===== config.mk =====
export PLATFORM = sky130hd
export DESIGN_NAME = eth_spi_master
export DESIGN_NICKNAME = d
export VERILOG_FILES = /design/src/rtl/eth_spi_pkg.sv /design/src/rtl/eth_spi_clkgen.sv /design/src/rtl/eth_spi_master.sv
export SDC_FILE = /design/constraint.sdc
export NUM_CORES = 1
export LEC_CHECK = 0
export BUFFER_PORTS_ARGS = -buffer_cell sky130_fd_sc_hd__buf_2
export CORE_MARGIN = 10
export CORE_UTILIZATION = 30
export CTS_BUF_LIST = sky130_fd_sc_hd__clkbuf_4
export CTS_CLUSTER_DIAMETER = 120
export DETAILED_ROUTE_END_ITERATION = 10
export HOLD_SLACK_MARGIN = 0.12
export PLACE_DENSITY_LB_ADDON = 0.3
export SLEW_MARGIN = 20
export SYNTH_ARGS = -nofsm -noshare
export SYNTH_HDL_FRONTEND = slang
export SYNTH_HIERARCHICAL = 1
export SYNTH_SLANG_ARGS = --single-unit

===== constraint.sdc =====
create_clock -name clk_in -period 3.2 [get_ports clk_in]
set_clock_uncertainty 0.2 [all_clocks]
set_input_delay 0.16 -clock clk_in [delete_from_list [all_inputs] [get_ports clk_in]]
set_output_delay 0.16 -clock clk_in [all_outputs]
set_load 0.02 [all_outputs]

===== src/rtl/eth_spi_pkg.sv =====
// Shared types and default parameters for the Ethernet-link SPI master.
package eth_spi_pkg;

  localparam int DEF_DATA_W   = 8;
  localparam int DEF_DIV_W    = 8;
  localparam int DEF_CS_COUNT = 1;

  typedef enum logic [2:0] {
    ST_IDLE = 3'd0,
    ST_LEAD = 3'd1,
    ST_XFER = 3'd2,
    ST_HOLD = 3'd3,
    ST_TAIL = 3'd4
  } state_e;

endpackage


===== src/rtl/eth_spi_clkgen.sv =====
// Half-period timer and SCK edge counter for the SPI master.
module eth_spi_clkgen
  import eth_spi_pkg::*;
#(
  parameter int DATA_W = DEF_DATA_W,
  parameter int DIV_W  = DEF_DIV_W
) (
  input  logic             clk_in,
  input  logic             rst_n,
  input  logic             run_i,
  input  logic             xfer_i,
  input  logic [DIV_W-1:0] div_i,
  output logic             tick_o,
  output logic             odd_edge_o,
  output logic             last_o
);

  localparam int EDGE_W = $clog2(2 * DATA_W) + 1;

  logic [DIV_W-1:0]  cnt_q, cnt_d;
  logic [EDGE_W-1:0] edge_q, edge_d;

  // Compare against div rather than relying on overflow, so div = all-ones is a full span.
  assign tick_o     = run_i && (cnt_q == div_i);
  assign last_o     = tick_o && xfer_i && (edge_q == EDGE_W'(2 * DATA_W - 1));
  assign odd_edge_o = ~edge_q[0];

  always_comb begin
    cnt_d  = cnt_q;
    edge_d = edge_q;
    if (!run_i || tick_o) cnt_d = '0;
    else                  cnt_d = cnt_q + 1'b1;
    if (!xfer_i || last_o) edge_d = '0;
    else if (tick_o)       edge_d = edge_q + 1'b1;
  end

  always_ff @(posedge clk_in or negedge rst_n) begin
    if (!rst_n) begin
      cnt_q  <= '0;
      edge_q <= '0;
    end else begin
      cnt_q  <= cnt_d;
      edge_q <= edge_d;
    end
  end

endmodule


===== src/rtl/eth_spi_master.sv =====
// SPI master for the Ethernet controller link: configurable width, divider, mode, chip selects and held bursts.
module eth_spi_master
  import eth_spi_pkg::*;
#(
  parameter int  DATA_W   = DEF_DATA_W,
  parameter int  DIV_W    = DEF_DIV_W,
  parameter int  CS_COUNT = DEF_CS_COUNT,
  localparam int CSW      = $clog2(CS_COUNT) + 1
) (
  input  logic                clk_in,
  input  logic                rst_n,
  input  logic                tx_valid,
  output logic                tx_ready,
  input  logic [DATA_W-1:0]   tx_data,
  input  logic [CSW-1:0]      cs_sel,
  input  logic [DIV_W-1:0]    div,
  input  logic                cpol,
  input  logic                cpha,
  input  logic                hold,
  input  logic                cs_release,
  output logic [DATA_W-1:0]   rx_data,
  output logic                rx_valid,
  output logic                busy,
  output logic                eth_sck,
  output logic                eth_mosi,
  input  logic                eth_miso,
  output logic [CS_COUNT-1:0] eth_cs
);

  state_e              state_q, state_d;
  logic [DATA_W-1:0]   tx_sh_q, tx_sh_d;
  logic [DATA_W-1:0]   rx_sh_q, rx_sh_d;
  logic [DATA_W-1:0]   rx_data_q, rx_data_d;
  logic                rx_valid_q, rx_valid_d;
  logic                sck_q, sck_d;
  logic                mosi_q, mosi_d;
  logic [CSW-1:0]      cs_sel_q, cs_sel_d;
  logic [DIV_W-1:0]    div_q, div_d;
  logic                cpol_q, cpol_d;
  logic                cpha_q, cpha_d;
  logic                hold_q, hold_d;

  logic                tick, odd_edge, last_edge, sample, accept;
  logic [DATA_W-1:0]   rx_next;

  eth_spi_clkgen #(.DATA_W(DATA_W), .DIV_W(DIV_W)) u_clkgen (
    .clk_in    (clk_in),
    .rst_n     (rst_n),
    .run_i     ((state_q == ST_LEAD) || (state_q == ST_XFER) || (state_q == ST_TAIL)),
    .xfer_i    (state_q == ST_XFER),
    .div_i     (div_q),
    .tick_o    (tick),
    .odd_edge_o(odd_edge),
    .last_o    (last_edge)
  );

  assign tx_ready = (state_q == ST_IDLE) || (state_q == ST_HOLD);
  assign busy     = (state_q != ST_IDLE);
  // A release in HOLD outranks a simultaneous word request.
  assign accept   = tx_valid && tx_ready && !((state_q == ST_HOLD) && cs_release);
  assign sample   = odd_edge ^ cpha_q;
  assign rx_next  = {rx_sh_q[DATA_W-2:0], eth_miso};

  assign rx_data  = rx_data_q;
  assign rx_valid = rx_valid_q;
  assign eth_sck  = sck_q;
  assign eth_mosi = mosi_q;

  always_comb begin
    state_d    = state_q;
    tx_sh_d    = tx_sh_q;
    rx_sh_d    = rx_sh_q;
    rx_data_d  = rx_data_q;
    rx_valid_d = 1'b0;
    sck_d      = sck_q;
    mosi_d     = mosi_q;
    cs_sel_d   = cs_sel_q;
    div_d      = div_q;
    cpol_d     = cpol_q;
    cpha_d     = cpha_q;
    hold_d     = hold_q;
    case (state_q)
      ST_IDLE: begin
        sck_d = cpol;
        if (accept) begin
          cs_sel_d = cs_sel;
          div_d    = div;
          cpol_d   = cpol;
          cpha_d   = cpha;
          hold_d   = hold;
          state_d  = ST_LEAD;
          // Mode with cpha=0 presents the MSB before the first SCK edge.
          if (!cpha) begin
            mosi_d  = tx_data[DATA_W-1];
            tx_sh_d = {tx_data[DATA_W-2:0], 1'b0};
          end else begin
            tx_sh_d = tx_data;
          end
        end
      end
      ST_LEAD: if (tick) state_d = ST_XFER;
      ST_XFER: begin
        if (tick) begin
          sck_d = ~sck_q;
          if (sample) begin
            rx_sh_d = rx_next;
          end else begin
            mosi_d  = tx_sh_q[DATA_W-1];
            tx_sh_d = {tx_sh_q[DATA_W-2:0], 1'b0};
          end
        end
        if (last_edge) begin
          rx_data_d  = sample ? rx_next : rx_sh_q;
          rx_valid_d = 1'b1;
          state_d    = hold_q ? ST_HOLD : ST_TAIL;
        end
      end
      ST_HOLD: begin
        if (cs_release) begin
          state_d = ST_TAIL;
        end else if (accept) begin
          hold_d  = hold;
          state_d = ST_XFER;
          if (!cpha_q) begin
            mosi_d  = tx_data[DATA_W-1];
            tx_sh_d = {tx_data[DATA_W-2:0], 1'b0};
          end else begin
            tx_sh_d = tx_data;
          end
        end
      end
      ST_TAIL: if (tick) state_d = ST_IDLE;
      default: state_d = ST_IDLE;
    endcase
  end

  always_comb begin
    eth_cs = '1;
    if (state_q != ST_IDLE) begin
      for (int i = 0; i < CS_COUNT; i++) begin
        if (cs_sel_q == CSW'(i)) eth_cs[i] = 1'b0;
      end
    end
  end

  always_ff @(posedge clk_in or negedge rst_n) begin
    if (!rst_n) begin
      state_q    <= ST_IDLE;
      rx_data_q  <= '0;
      rx_valid_q <= 1'b0;
      sck_q      <= 1'b0;
      mosi_q     <= 1'b0;
      cs_sel_q   <= '0;
      div_q      <= '0;
      cpol_q     <= 1'b0;
      cpha_q     <= 1'b0;
      hold_q     <= 1'b0;
    end else begin
      state_q    <= state_d;
      rx_data_q  <= rx_data_d;
      rx_valid_q <= rx_valid_d;
      sck_q      <= sck_d;
      mosi_q     <= mosi_d;
      cs_sel_q   <= cs_sel_d;
      div_q      <= div_d;
      cpol_q     <= cpol_d;
      cpha_q     <= cpha_d;
      hold_q     <= hold_d;
    end
  end

  // Shift registers carry pure data and are always fully reloaded before use.
  always_ff @(posedge clk_in) begin
    tx_sh_q <= tx_sh_d;
    rx_sh_q <= rx_sh_d;
  end

endmodule


# --- Word level (Yosys, flattened, before mapping) ---
# Cells that the tools add are included.
totals:
  register_bits: 54
  latch_bits: 0
  mem_bits_rw: 0
  mem_bits_ro: 0
  wordCells: 100
  memories: 0
classes:
  add_sub_neg: 2
  n_mul: 0
  div: 0
  n_lt_le_gt_ge: 0
  eq_ne: 17
  shift: 0
  muxes: 37
  bitwise: 3
  n_reduce_logical: 28
ops:
  columns: ["operator", "n"]
  rows:
  - ["$mux 8", 9]
  - ["$pmux 8 s3", 1]
  - ["$mux 3", 7]
  - ["$ne 2x2->1 const B", 8]
  - ["$pmux 3 s5", 1]
  - ["$mux 1", 14]
  - ["$mux 5", 2]
  - ["$reduce_and 2->1", 5]
  - ["$add 8x1->8 const B", 1]
  - ["$eq 8x8->1", 1]
  - ["$reduce_and 8->1", 1]
  - ["$eq 3x2->1 const B", 2]
  - ["$logic_and 1x1->1", 6]
  - ["$reduce_and 6->1", 1]
  - ["$reduce_bool 2->1", 3]
  - ["$reduce_bool 3->1", 2]
  - ["$add 5x1->5 const B", 1]
  - ["$eq 5x4->1 const B", 1]
  - ["$logic_or 1x1->1", 5]
  - ["$reduce_and 5->1", 1]
  - ["$ne 2x1->1 const B", 2]
  - ["$pmux 1 s2", 2]
  - ["$eq 3x1->1 const B", 1]
  - ["$eq 3x3->1 const B", 1]
  - ["6 further kinds", 9]

# --- Longest topological paths before layout ---
# Gate-level depths: netlist (run 1).
logic_depth:
  word_depth: 8
  mapped_depth: 10
  ltp_nobuf: 9

# --- Modules after synthesis ---
# The synthesis (run 1) kept the hierarchy.
modules_own_cells:
  columns: ["module", "n_inst", "cells_each", "area_per_inst_um2", "seq_area_each_um2"]
  rows:
  - ["eth_spi_master", 1, 190, 2177.1, 1106.1]
  - ["eth_spi_clkgen", 1, 78, 820.8, 325.3]

# --- Worst setup path before layout (run 1) ---
# No wires, ideal clock.
synth_timing:
  kind: "register to register"
  startpoint: "register state_q[1]"
  endpoint: "register rx_data_q[5], in the netlist rx_data[5]"
  t_arrival_ns: 2.524
  t_required_ns: 2.875
  path_slack_ns: 0.351
  stages_incl_launch_ff: 11
  path_buffers: 3
  period_less_slack_ns: 2.849
  cell_sequence: "dfrtp_1 -> buf_4 -> buf_2 -> xnor2_1 -> o21ai_0 -> inv_1 -> nor3_2 -> and3_1 -> and3_1 -> buf_4 -> mux2_2"
synth_between:
  elab_chain_len: 7
  word_cells_on_any_way: 9
  cone_classes: "eq/ne: 3; reduce/logical: 6"
synth_lines:
  columns: ["item", "line", "text"]
  rows:
  - ["start, declared", "eth_spi_master.sv:30", "state_e state_q, state_d;"]
  - ["start signal, assigned", "eth_spi_master.sv:159", "state_q <= state_d;"]
  - ["$eq 3x1->1 / $eq 3x2->1 (equally long branches)", "eth_spi_master.sv:49", ".run_i ((state_q == ST_LEAD) || (state_q == ST_XFER) || (state_q == ST_TAIL)),"]
  - ["$logic_or 1x1->1", "eth_spi_master.sv:49", null]
  - ["$logic_or 1x1->1 (*)", "eth_spi_master.sv:49", null]
  - ["$logic_and 1x1->1 (*)", "eth_spi_clkgen.sv:24", "assign tick_o = run_i && (cnt_q == div_i);"]
  - ["via tick", "eth_spi_master.sv:43", "logic tick, odd_edge, last_edge, sample, accept;"]
  - ["$logic_and 1x1->1 (*) (2 in series)", "eth_spi_clkgen.sv:25", "assign last_o = tick_o && xfer_i && (edge_q == EDGE_W'(2 * DATA_W - 1));"]
  - ["via last_edge", "eth_spi_master.sv:43", null]
  - ["$reduce_and 2->1 (no line) (*)", null, null]
  - ["end signal, assigned", "eth_spi_master.sv:160", "rx_data_q <= rx_data_d;"]
  - ["end, declared", "eth_spi_master.sv:33", "logic [DATA_W-1:0] rx_data_q, rx_data_d;"]
# Mark *: on every way through the listed nets, which the timed path passes. The rest lies on a longest branch.
# A chain may end at the register's enable or synchronous reset.

# --- Final worst setup path (run 1) ---
layout_timing:
  startpoint: "register state_q[2]"
  endpoint: "register mosi_q, in the netlist eth_mosi"
layout_between:
  elab_chain_len: 6
  word_cells_on_any_way: 23
  cone_classes: "eq/ne: 11; mux: 1; reduce/logical: 11"
layout_lines:
  columns: ["item", "line", "text"]
  rows:
  - ["$eq 3x1->1 / $eq 3x2->1 (equally long branches)", "eth_spi_master.sv:49", null]
  - ["$logic_or 1x1->1", "eth_spi_master.sv:49", null]
  - ["$logic_or 1x1->1 (*)", "eth_spi_master.sv:49", null]
  - ["$logic_and 1x1->1 (*)", "eth_spi_clkgen.sv:24", null]
  - ["via tick", "eth_spi_master.sv:43", null]
  - ["$ne 2x2->1 (no line) (*)", null, null]
  - ["$reduce_and 8->1 (no line) (*)", null, null]
  - ["end signal, assigned", "eth_spi_master.sv:163", "mosi_q <= mosi_d;"]
  - ["end, declared", "eth_spi_master.sv:36", "logic mosi_q, mosi_d;"]
# Marks and branches as above.

==> run_results.csv, run 1 <==
group,metric,value,unit
placement,dp_hpwl,4525,µm
synth,yosys-top-cells-area,"dfrtp_1 32%, edfxtp_1 16%, mux2_1 7.1%, mux2i_1 6.0%, nand2_1 4.3%",
worst_setup_path,required,3.29,ns
flow_run,drv_cap,0,
synth,ys_ff_latch,54,
floorplanning,io_pins,39,
clocking,clock-sinks,54,
synth,synth_compound_area_share,10.35,%
sta,fmaxAchievable,0.3468,GHz
floorplanning,start_util,30.67,%
power_and_ir_drop,pwr-share-clk,12.4,%
routing,routed_via_density,4.614,
outcome,status,"complete, no violations",
power_and_ir_drop,p_total,2.612,mW
synth,synth_fp_nets,296,
synth,synth-simple-area-share,16.61,%
sta,hold_viol_final,0,
finish,fin_nets,365,
global_route,grt_usage,9.303,%
worst_setup_path,r2r-start,"state_q[2]",
routing,firstDrtPassIters,4,
clocking,clock_path_buffers,2,
synth,synth_xor_area_share,6.845,%
routing,drc,0,
hold_path,hp-class,"input port to asynchronous set/reset pin",
power_and_ir_drop,pwr-share-comb,45.5,%
synth,synth_ff_type,"dfrtp_1",
power_and_ir_drop,ir_drop,0.3917,mV
worst_setup_path,path_max_fanout,12,
clocking,htree_num_levels,2,
synth,yosysTopAreaCellShare,31.72,%
synth,avgSynthCellArea,11.19,µm²
clocking,cts-root-buf,"clkbuf_4",
floorplanning,core_area,9774,µm²
finish,fillers,998,
worst_setup_path,path_class,"flip-flop to flip-flop",
synth,ys_types,55,
clocking,cts_inserted_buffers,5,
floorplanning,num_rows,36,
placement,numPortBuffers,38,
power_and_ir_drop,cellLeakagePower,1.606,nW
power_and_ir_drop,powerDensity,708.6,nW/µm²
global_route,grt.overflow.total,0,
sta,max_slew_margin,38.08,%
global_route,grt_max_degree,39,
synth,yosysTopAreaCell,"dfrtp_1",
finish,area_growth,22.96,%
global_route,grt_pass1_wl,11120,µm
sta,setup_viol,0,
sta,fin_crit,2.883,ns
worst_setup_path,start_kind,"flip-flop",
sta,fin_setup_tns,0,ns
worst_setup_path,end_kind,"flip-flop",
synth,netlist_area,2998,µm²
routing,wl_per_cell,13.81,µm
synth,yosysWarnings,6,
synth,synth_edf_count,16,
floorplanning,die_area,14390,µm²
clocking,clk_pin_slew,0.17,ns
synth,synthArstFlopShare,70.37,%
sta,final.period_utilization,90.10,%
floorplanning,die_w,120.0,µm
power_and_ir_drop,p_int,1.556,mW
synth,synth_top_family_by_area,"simple AND/OR/NAND/NOR gates",
power_and_ir_drop,p_seq_share,42.2,%
clocking,cts_tree,"yes",
worst_setup_path,cp.arrival,2.97,ns
synth,synth_adder_area_share,1.252,%
power_and_ir_drop,netSwitchingFraction,40.44,%
routing,wl,6520,µm
floorplanning,die_h,120.0,µm
synth,post-synth-top-count-cell,"dfrtp_1",
sta,slew_violations,0,
placement,globalplace.congestion,0.7645,
global_route,grt_pass1_vias,2268,
routing,drtIter0Drc,66,
routing,ant_nets,0,
synth,synthMuxAreaShare,13.52,%
sta,worst_pin_slew,0.9287,ns
sta,rsz0062_at_grt,"false",
worst_setup_path,cp-startpoint,"state_q[2]",
finish,final_layout_size_suffix_gt1_share,21.01,%
synth,synthCells,268,
synth,yosysSeqAreaShare,47.75,%
global_route,antenna_found_initial,1,
clocking,clk_latency,0.39,ns
power_and_ir_drop,p_sw,1.056,mW
synth,yosys-top-cells-count,"38 x dfrtp_1, 34 x nand2_1, 21 x nor2_1",
routing,num_vias,2178,
metrics by stage:
stage	std cells	utilization, %	hold WS [ns]	worst slack, ns	instance area (µm²)
3_3_place_gp	431	33.77	0.1475	0.5268	3301
5_1_grt	472	37.71	0.2972	0.06870	3686
2_1_floorplan	268	-	-0.3356	0.3509	2998
6_report	472	37.71	0.2251	0.3167	3686
3_5_place_dp	431	33.77	0.1576	0.4066	3301
4_1_cts	471	37.67	0.2498	0.2209	3682
power by group through the flow:
| stage | Combinational (mW) | Sequential (mW) | Clock, mW |
|---|---|---|---|
| floorplan | 0.950 | 1.03 | 0 |
| global placement | 1.09 | 1.11 | 0 |
| detailed placement | 1.11 | 1.12 | 0 |
| CTS | 1.20 | 1.10 | 0.344 |
| global route | 1.33 | 1.13 | 0.365 |
| finish | 1.19 | 1.10 | 0.323 |
cells in the final DEF (no fill, tap or decap), types with 2 or more instances in the layout:
| master | n |
|---|---|
| o21ai_0 | 3 |
| nand3b_1 | 3 |
| ha_1 | 3 |
| o211ai_1 | 2 |
| buf_4 | 4 |
| buf_2 | 38 |
| and3_1 | 5 |
| clkbuf_4 | 5 |
| inv_1 | 7 |
| mux2_1 | 19 |
| nand2_1 | 34 |
| dlygate4sd3_1 | 32 |
| a21oi_1 | 12 |
| o21ai_1 | 5 |
| a211oi_1 | 7 |
| edfxtp_1 | 16 |
| nand2b_1 | 4 |
| xnor2_2 | 4 |
| nor2_1 | 21 |
| nor2b_1 | 2 |
| xnor2_1 | 6 |
| xor2_1 | 5 |
| nand4_2 | 2 |
| and3_2 | 2 |
| or2_1 | 2 |
| dfrtp_1 | 37 |
| nand3_1 | 8 |
| a31oi_1 | 2 |
| mux2i_1 | 18 |
worst max-delay path, stage by stage (launching register included):
cell and delay [ns]:
dfrtp_2 0.52, xnor2_1 0.15, o21ai_0 0.30, inv_1 0.14, nor3_2 0.21, buf_4 0.22
a311oi_4 0.13, o31ai_2 0.28, o41ai_2 0.10, dlygate4sd3_1 0.56
flip-flops by register name (all words and copies together), names as in the netlist, 3 cells and up:
register	flops
div_q	8
rx_data	8
rx_sh_q	8
tx_sh_q	8
u_clkgen/cnt_q	8
u_clkgen/edge_q	5
state_q	3
area by class of cell:
| class | count | area [µm²] | area share [%] |
|---|---|---|---|
| Inverter | 7 | 26.28 | 0.7128 |
| Multi-Input combinational cell | 195 | 1456 | 39.51 |
| Tap cell | 133 | 166.4 | 4.515 |
| Antenna cell | 1 | 2.502 | 0.06789 |
| Sequential cell | 54 | 1433 | 38.87 |
| Clock inverter | 3 | 23.77 | 0.6449 |
| Clock buffer | 5 | 37.54 | 1.018 |
| Timing Repair Buffer | 74 | 540.5 | 14.66 |
cell families after synthesis:
family,count (synthesis)
buf+inv,19
mux,38
fa+ha+maj,3
compound gates,41
xor+xnor,17
simple gates,96
flops,54
routing by layer:
metal  vias to the layer above  part of all wire [%]  GRT usage, %
li1                       1098                     -             -
met4                         0                   1.5         3.167
met1                      1048                    46         11.53
met3                         5                   2.4         1.782
met5                         -                     0             0
met2                        27                    50         15.82
timing repair:
action                                  in CTS  in global routing
setup buffers                                0                  0
hold endpoints to repair                    63                  0
hold buffers                                32                  0
resized for setup                            0                  1
endpoints found under the setup margin       0                  1
path summary, 6_finish.rpt:
kind                       cells after the start  slack, ns          to
min                                            2       0.23  rx_data[7]
min in group clk_in                            3       0.30    div_q[1]
max in group asynchronous                      2       1.93  state_q[2]
max reg2reg                                    9       0.32    eth_mosi
max                                            9       0.32    eth_mosi
min reg2reg                                    1       0.31    cs_sel_q
(Power assumes the default switching activity.)
==> run 2: changes to the inputs <==
--- a/config.mk
+++ b/config.mk
@@ -6,7 +6,6 @@
 export NUM_CORES = 1
 export LEC_CHECK = 0
 export BUFFER_PORTS_ARGS = -buffer_cell sky130_fd_sc_hd__buf_2
-export CORE_MARGIN = 10
 export CORE_UTILIZATION = 30
 export CTS_BUF_LIST = sky130_fd_sc_hd__clkbuf_4
 export CTS_CLUSTER_DIAMETER = 120
==> run 2 against run 1 <==
  * Register-to-register slack lost 0.05 ns
  * Setup slack got worse by 0.047 ns
  * Largest cell class unchanged
  * Clock-buffer cell count unchanged
  * Total power is 0.29% higher
  * Via count increased by 0.51%
  * Routed wire length down 9.3%
  * Highest routed layer unchanged
  * Final area barely moved
  * Critical path depth is the same
==> run_results.csv, run 2 (synthesized netlist as in run 1, its figures left out) <==
group,metric,value,unit
outcome,status,"complete, no violations",
clocking,hold_buffers,32,
sta,max_slew_margin,43.17,%
power_and_ir_drop,pwr-share-comb,45.6,%
power_and_ir_drop,pwr-share-clk,12.8,%
worst_setup_path,cp.arrival,3.03,ns
power_and_ir_drop,p_seq_share,41.6,%
worst_setup_path,rr_worst_depth,9,
finish,antenna_cells,0,
global_route,grt_max_degree,39,
worst_setup_path,cp_cell_sequence,"xnor2_1, o21ai_0, inv_1, nor3_2, buf_4, a311oi_4, o31ai_2, o41ai_2, dlygate4sd3_1",
finish,final_layout_size_suffix_gt1_share,20.71,%
placement,dp_hpwl,4098,µm
global_route,antenna_found_initial,0,
sta,fmaxAchievable,0.3413,GHz
routing,wl_per_cell,12.56,µm
finish,final_cell_mix,"38 x dfrtp_1, 38 x buf_2, 34 x nand2_1",
worst_setup_path,end_kind,"flip-flop",
worst_setup_path,crit_family,"buffers and inverters",
clocking,cts_tree,"yes",
clocking,cts-root-buf,"clkbuf_4",
finish,register_area,1431,µm²
clocking,cts_resized,0,
routing,drc,0,
worst_setup_path,path_class,"flip-flop to flip-flop",
sta,slew_violations,0,
clocking,htree_num_levels,2,
worst_setup_path,path_buf_inv,3,
global_route,grt_usage,12.55,%
power_and_ir_drop,netSwitchingFraction,40.49,%
power_and_ir_drop,p_int,1.559,mW
flow_run,drv_cap,0,
worst_setup_path,required,3.30,ns
global_route,grt_pass1_wl,10090,µm
power_and_ir_drop,p_total,2.619,mW
clocking,cts_inserted_buffers,5,
sta,fin_setup_tns,0,ns
routing,num_vias,2189,
routing,drtIter0Drc,75,
sta,hold_viol_final,0,
floorplanning,io_pins,39,
worst_setup_path,timing.rr.end,"eth_mosi",
clocking,clk_latency,0.39,ns
clocking,clock_path_buffers,2,
floorplanning,core_area,9729,µm²
floorplanning,num_rows,36,
sta,setup_viol,0,
clocking,clk_pin_slew,0.18,ns
worst_setup_path,slowest_delay,0.56,ns
finish,fillers,990,
placement,globalplace.congestion,0.7401,
clocking,cts_setup_buffers,0,
worst_setup_path,r2r-start,"state_q[2]",
routing,routed_via_density,4.648,
routing,wl,5916,µm
floorplanning,die_w,102.0,µm
sta,fin_crit,2.930,ns
hold_path,hp-class,"input port to asynchronous set/reset pin",
floorplanning,die_h,102.0,µm
sta,rsz0062_at_grt,"false",
sta,final.period_utilization,91.56,%
floorplanning,die_area,10400,µm²
power_and_ir_drop,ir_drop,0.2567,mV
power_and_ir_drop,cellLeakagePower,1.609,nW
routing,firstDrtPassIters,4,
worst_setup_path,start_kind,"flip-flop",
power_and_ir_drop,p_sw,1.061,mW
placement,numPortBuffers,38,
floorplanning,start_util,30.81,%
clocking,clock-sinks,54,
finish,multi_input_area,1456,µm²
worst_setup_path,crit_slowest_cell,"dlygate4sd3_1",
sta,worst_pin_slew,0.8524,ns
finish,fin_nets,365,
finish,area_growth,23.00,%
worst_setup_path,path_max_fanout,12,
global_route,grt.overflow.total,0,
power_and_ir_drop,powerDensity,710.4,nW/µm²
worst_setup_path,r2r_slack,0.27,ns
global_route,grt_pass1_vias,2127,
routing,ant_nets,0,
run 2: cell count changes in the layout (fill, tap and decap cells not counted):
cell	change
dfrtp_1	+1
diode_2	-1
inv_4	-1
inv_8	+1
dfrtp_2	-1
run 2: worst reg2reg max path, delay by kind of cell (launching register included):
family / cells / cell delay [ns]
DFF: 1 / 0.55
AOI/OAI and AO/OA: 4 / 0.79
xor gates and xnor gates: 1 / 0.18
buffers and inverters: 3 / 0.92
and+or+nand+nor: 1 / 0.21
run 2: metal layers:
layer,share of wire [%],vias up,GRT usage [%]
met3,3.5,8,2.394
met2,46,37,19.82
met4,1.6,0,3.956
met5,0,-,0
li1,-,1085,-
met1,49,1059,17.36
run 2: stage by stage:
stage / utilization (%) / setup WS (ns) / std cells / hold slack (ns) / cell area [µm²]
global placement: 33.92 / 0.5401 / 431 / 0.1372 / 3301
floorplan: - / 0.3509 / 268 / -0.3356 / 2998
global route: 37.90 / 0.01129 / 471 / 0.2855 / 3687
detailed placement: 33.92 / 0.4040 / 431 / 0.1341 / 3301
finish: 37.90 / 0.2699 / 471 / 0.1993 / 3687
CTS: 37.90 / 0.2573 / 471 / 0.2247 / 3687
run 2: how the worst max path moves through the flow:
stage               slack (ns)        from  depth (start not counted)          to
floorplan                 0.35  state_q[1]                         10  rx_data[5]
global placement          0.54  state_q[0]                          5  rx_data[5]
detailed placement        0.40  state_q[0]                          5  rx_data[5]
CTS                       0.26  state_q[2]                          9    eth_mosi
global route              0.01  state_q[2]                          9    eth_mosi
finish                    0.27  state_q[2]                          9    eth_mosi
run 2: area by class of cell:
class | count | share of cell area (%)
inverter | 7 | 0.7126
multi-input combinational | 195 | 39.50
timing repair buffer | 74 | 14.66
clock inverter | 3 | 0.7805
sequential | 54 | 38.82
tap | 133 | 4.513
clock buffer | 5 | 1.018
run 2: power by group through the flow:
stage,logic [mW],clock network (mW),registers [mW]
3_3_place_gp,1.10,0,1.11
4_1_cts,1.20,0.355,1.09
6_report,1.20,0.335,1.09
2_1_floorplan,0.950,0,1.03
3_5_place_dp,1.11,0,1.11
5_1_grt,1.34,0.381,1.12
==> run 3: changes to the inputs <==
--- a/config.mk
+++ b/config.mk
@@ -6,7 +6,7 @@
 export NUM_CORES = 1
 export LEC_CHECK = 0
 export BUFFER_PORTS_ARGS = -buffer_cell sky130_fd_sc_hd__buf_2
-export CORE_UTILIZATION = 30
+export CORE_UTILIZATION = 60
 export CTS_BUF_LIST = sky130_fd_sc_hd__clkbuf_4
 export CTS_CLUSTER_DIAMETER = 120
 export DETAILED_ROUTE_END_ITERATION = 10
==> run 3 against run 2 <==
  * Core utilization grew 38 points
  * Die area shrank 49%
  * Global-route usage grew 13 points
  * Worst hold slack gained 0.029 ns
  * Critical endpoint unchanged
==> run_results.csv, run 3 (synthesized netlist as in run 1, its figures left out) <==
group,metric,value,unit
outcome,status,"complete, no violations",
finish,stdcell_count,408,
placement,dp_cells,368,
finish,fillers,330,
floorplanning,start_util,63.05,%
clocking,cts_inserted_buffers,5,
floorplanning,die_w,72.69,µm
power_and_ir_drop,p_sw,1.045,mW
clocking,htree_num_levels,2,
finish,area_growth,20.58,%
finish,final_cell_mix,"38 x dfrtp_1, 38 x buf_2, 34 x nand2_1",
routing,wl,5966,µm
routing,ant_nets,0,
worst_setup_path,cp.arrival,3.06,ns
sta,final.period_utilization,93.60,%
global_route,grt_pass1_wl,10230,µm
finish,final_layout_size_suffix_gt1_share,21.11,%
routing,wl_per_cell,14.62,µm
routing,num_vias,2236,
global_route,antenna_found_initial,0,
finish,register_area,1431,µm²
sta,hold_viol_final,0,
sta,worst_pin_slew,0.8609,ns
global_route,grt.overflow.total,0,
power_and_ir_drop,p_seq_share,40.4,%
worst_setup_path,path_class,"flip-flop to flip-flop",
power_and_ir_drop,pwr-share-clk,11.2,%
power_and_ir_drop,pwr-share-comb,48.4,%
worst_setup_path,path_buf_inv,3,
worst_setup_path,cp_cell_sequence,"xnor2_1, o21ai_0, inv_1, nor3_2, buf_4, a311oi_4, o31ai_2, o41ai_2, dlygate4sd3_1",
clocking,cts-root-buf,"clkbuf_4",
global_route,grt_usage,25.33,%
finish,multi_input_area,1456,µm²
sta,fmaxAchievable,0.3339,GHz
placement,globalplace.congestion,0.8666,
hold_path,hp-class,"input port to asynchronous set/reset pin",
finish,design_area,3615,µm²
placement,dp_hpwl,3905,µm
clocking,clock-sinks,54,
sta,slew_violations,0,
power_and_ir_drop,ir_drop,0.5996,mV
global_route,grt_max_degree,39,
clocking,cts_tree,"yes",
sta,rsz0062_at_grt,"false",
routing,drtIter0Drc,134,
floorplanning,io_pins,39,
power_and_ir_drop,p_total,2.623,mW
placement,numPortBuffers,38,
floorplanning,die_area,5283,µm²
worst_setup_path,end_kind,"flip-flop",
floorplanning,core_area,4755,µm²
sta,setup_viol,0,
flow_run,drv_cap,0,
global_route,grt_pass1_vias,2239,
worst_setup_path,crit_family,"buffers and inverters",
floorplanning,die_h,72.69,µm
worst_setup_path,required,3.27,ns
routing,routed_via_density,5.480,
power_and_ir_drop,cellLeakagePower,1.620,nW
clocking,clock_path_buffers,2,
finish,fin_nets,368,
placement,placedInstanceArea,3241,µm²
sta,fin_setup_tns,0,ns
clocking,clk_pin_slew,0.15,ns
routing,firstDrtPassIters,4,
sta,max_slew_margin,42.61,%
power_and_ir_drop,p_int,1.577,mW
sta,fin_crit,2.995,ns
power_and_ir_drop,powerDensity,725.5,nW/µm²
worst_setup_path,start_kind,"flip-flop",
worst_setup_path,path_max_fanout,12,
power_and_ir_drop,netSwitchingFraction,39.87,%
finish,fin_util,76.03,%
worst_setup_path,crit_slowest_cell,"dlygate4sd3_1",
floorplanning,num_rows,25,
finish,antenna_cells,0,
routing,drc,0,
clocking,clk_latency,0.37,ns
worst_setup_path,slowest_delay,0.56,ns
[run 3: cell count changes in the layout (fill, tap and decap cells not counted), sizes merged]
cell    delta
buf        +3
inv        -2
clkinv     +1
clkbuf     +1
[run 3: layer usage]
metal | up-vias | part of all wire, % | global-route usage [%]
li1 | 1105 | - | -
met1 | 1059 | 45 | 32.29
met2 | 60 | 50 | 43.20
met3 | 12 | 3.4 | 4.420
met4 | 0 | 1.6 | 9.804
met5 | - | 0 | 0
[run 3: power by group through the flow]
| stage | sequential [mW] | combinational, mW | clock [mW] |
|---|---|---|---|
| 2_1_floorplan | 1.03 | 0.950 | 0 |
| 3_3_place_gp | 1.06 | 1.13 | 0 |
| 3_5_place_dp | 1.07 | 1.17 | 0 |
| 4_1_cts | 1.06 | 1.26 | 0.303 |
| 5_1_grt | 1.08 | 1.40 | 0.328 |
| 6_report | 1.06 | 1.27 | 0.295 |
[run 3: worst paths after layout]
path,startpoint,to,slack [ns],depth (start not counted)
worst max-delay path,state_q[2],eth_mosi,0.20,9
worst min-delay path,rst_n,rx_data[7],0.23,2
worst max register to register,state_q[2],eth_mosi,0.20,9
worst min register to register,rx_data[6],rx_data[6],0.30,1
max in group asynchronous,rst_n,div_q[3],2.03,2
min in group clk_in,rx_data[6],rx_data[6],0.30,1
[run 3: timing repair]
| item | in CTS | in global routing |
|---|---|---|
| hold buffers | 32 | 0 |
| resized for setup | 0 | 0 |
| endpoints found under the hold margin | 63 | 0 |
| setup buffers | 0 | 0 |
[run 3: final cells by class]
| cell class | count | area share [%] |
|---|---|---|
| multi-input cells | 195 | 40.29 |
| repair buffers | 77 | 15.58 |
| clock buffers | 6 | 1.246 |
| inverters | 7 | 0.7269 |
| well taps | 67 | 2.319 |
| flip-flops and latches | 54 | 39.60 |
| clock inverters | 2 | 0.2423 |
[run 3: per-stage QoR]
step           setup slack, ns  hold WS [ns]
2_1_floorplan           0.3509       -0.3356
3_3_place_gp            0.5797        0.1139
3_5_place_dp            0.5187        0.1174
4_1_cts                 0.2275        0.2446
5_1_grt                0.04585        0.2938
6_report                0.2047        0.2288
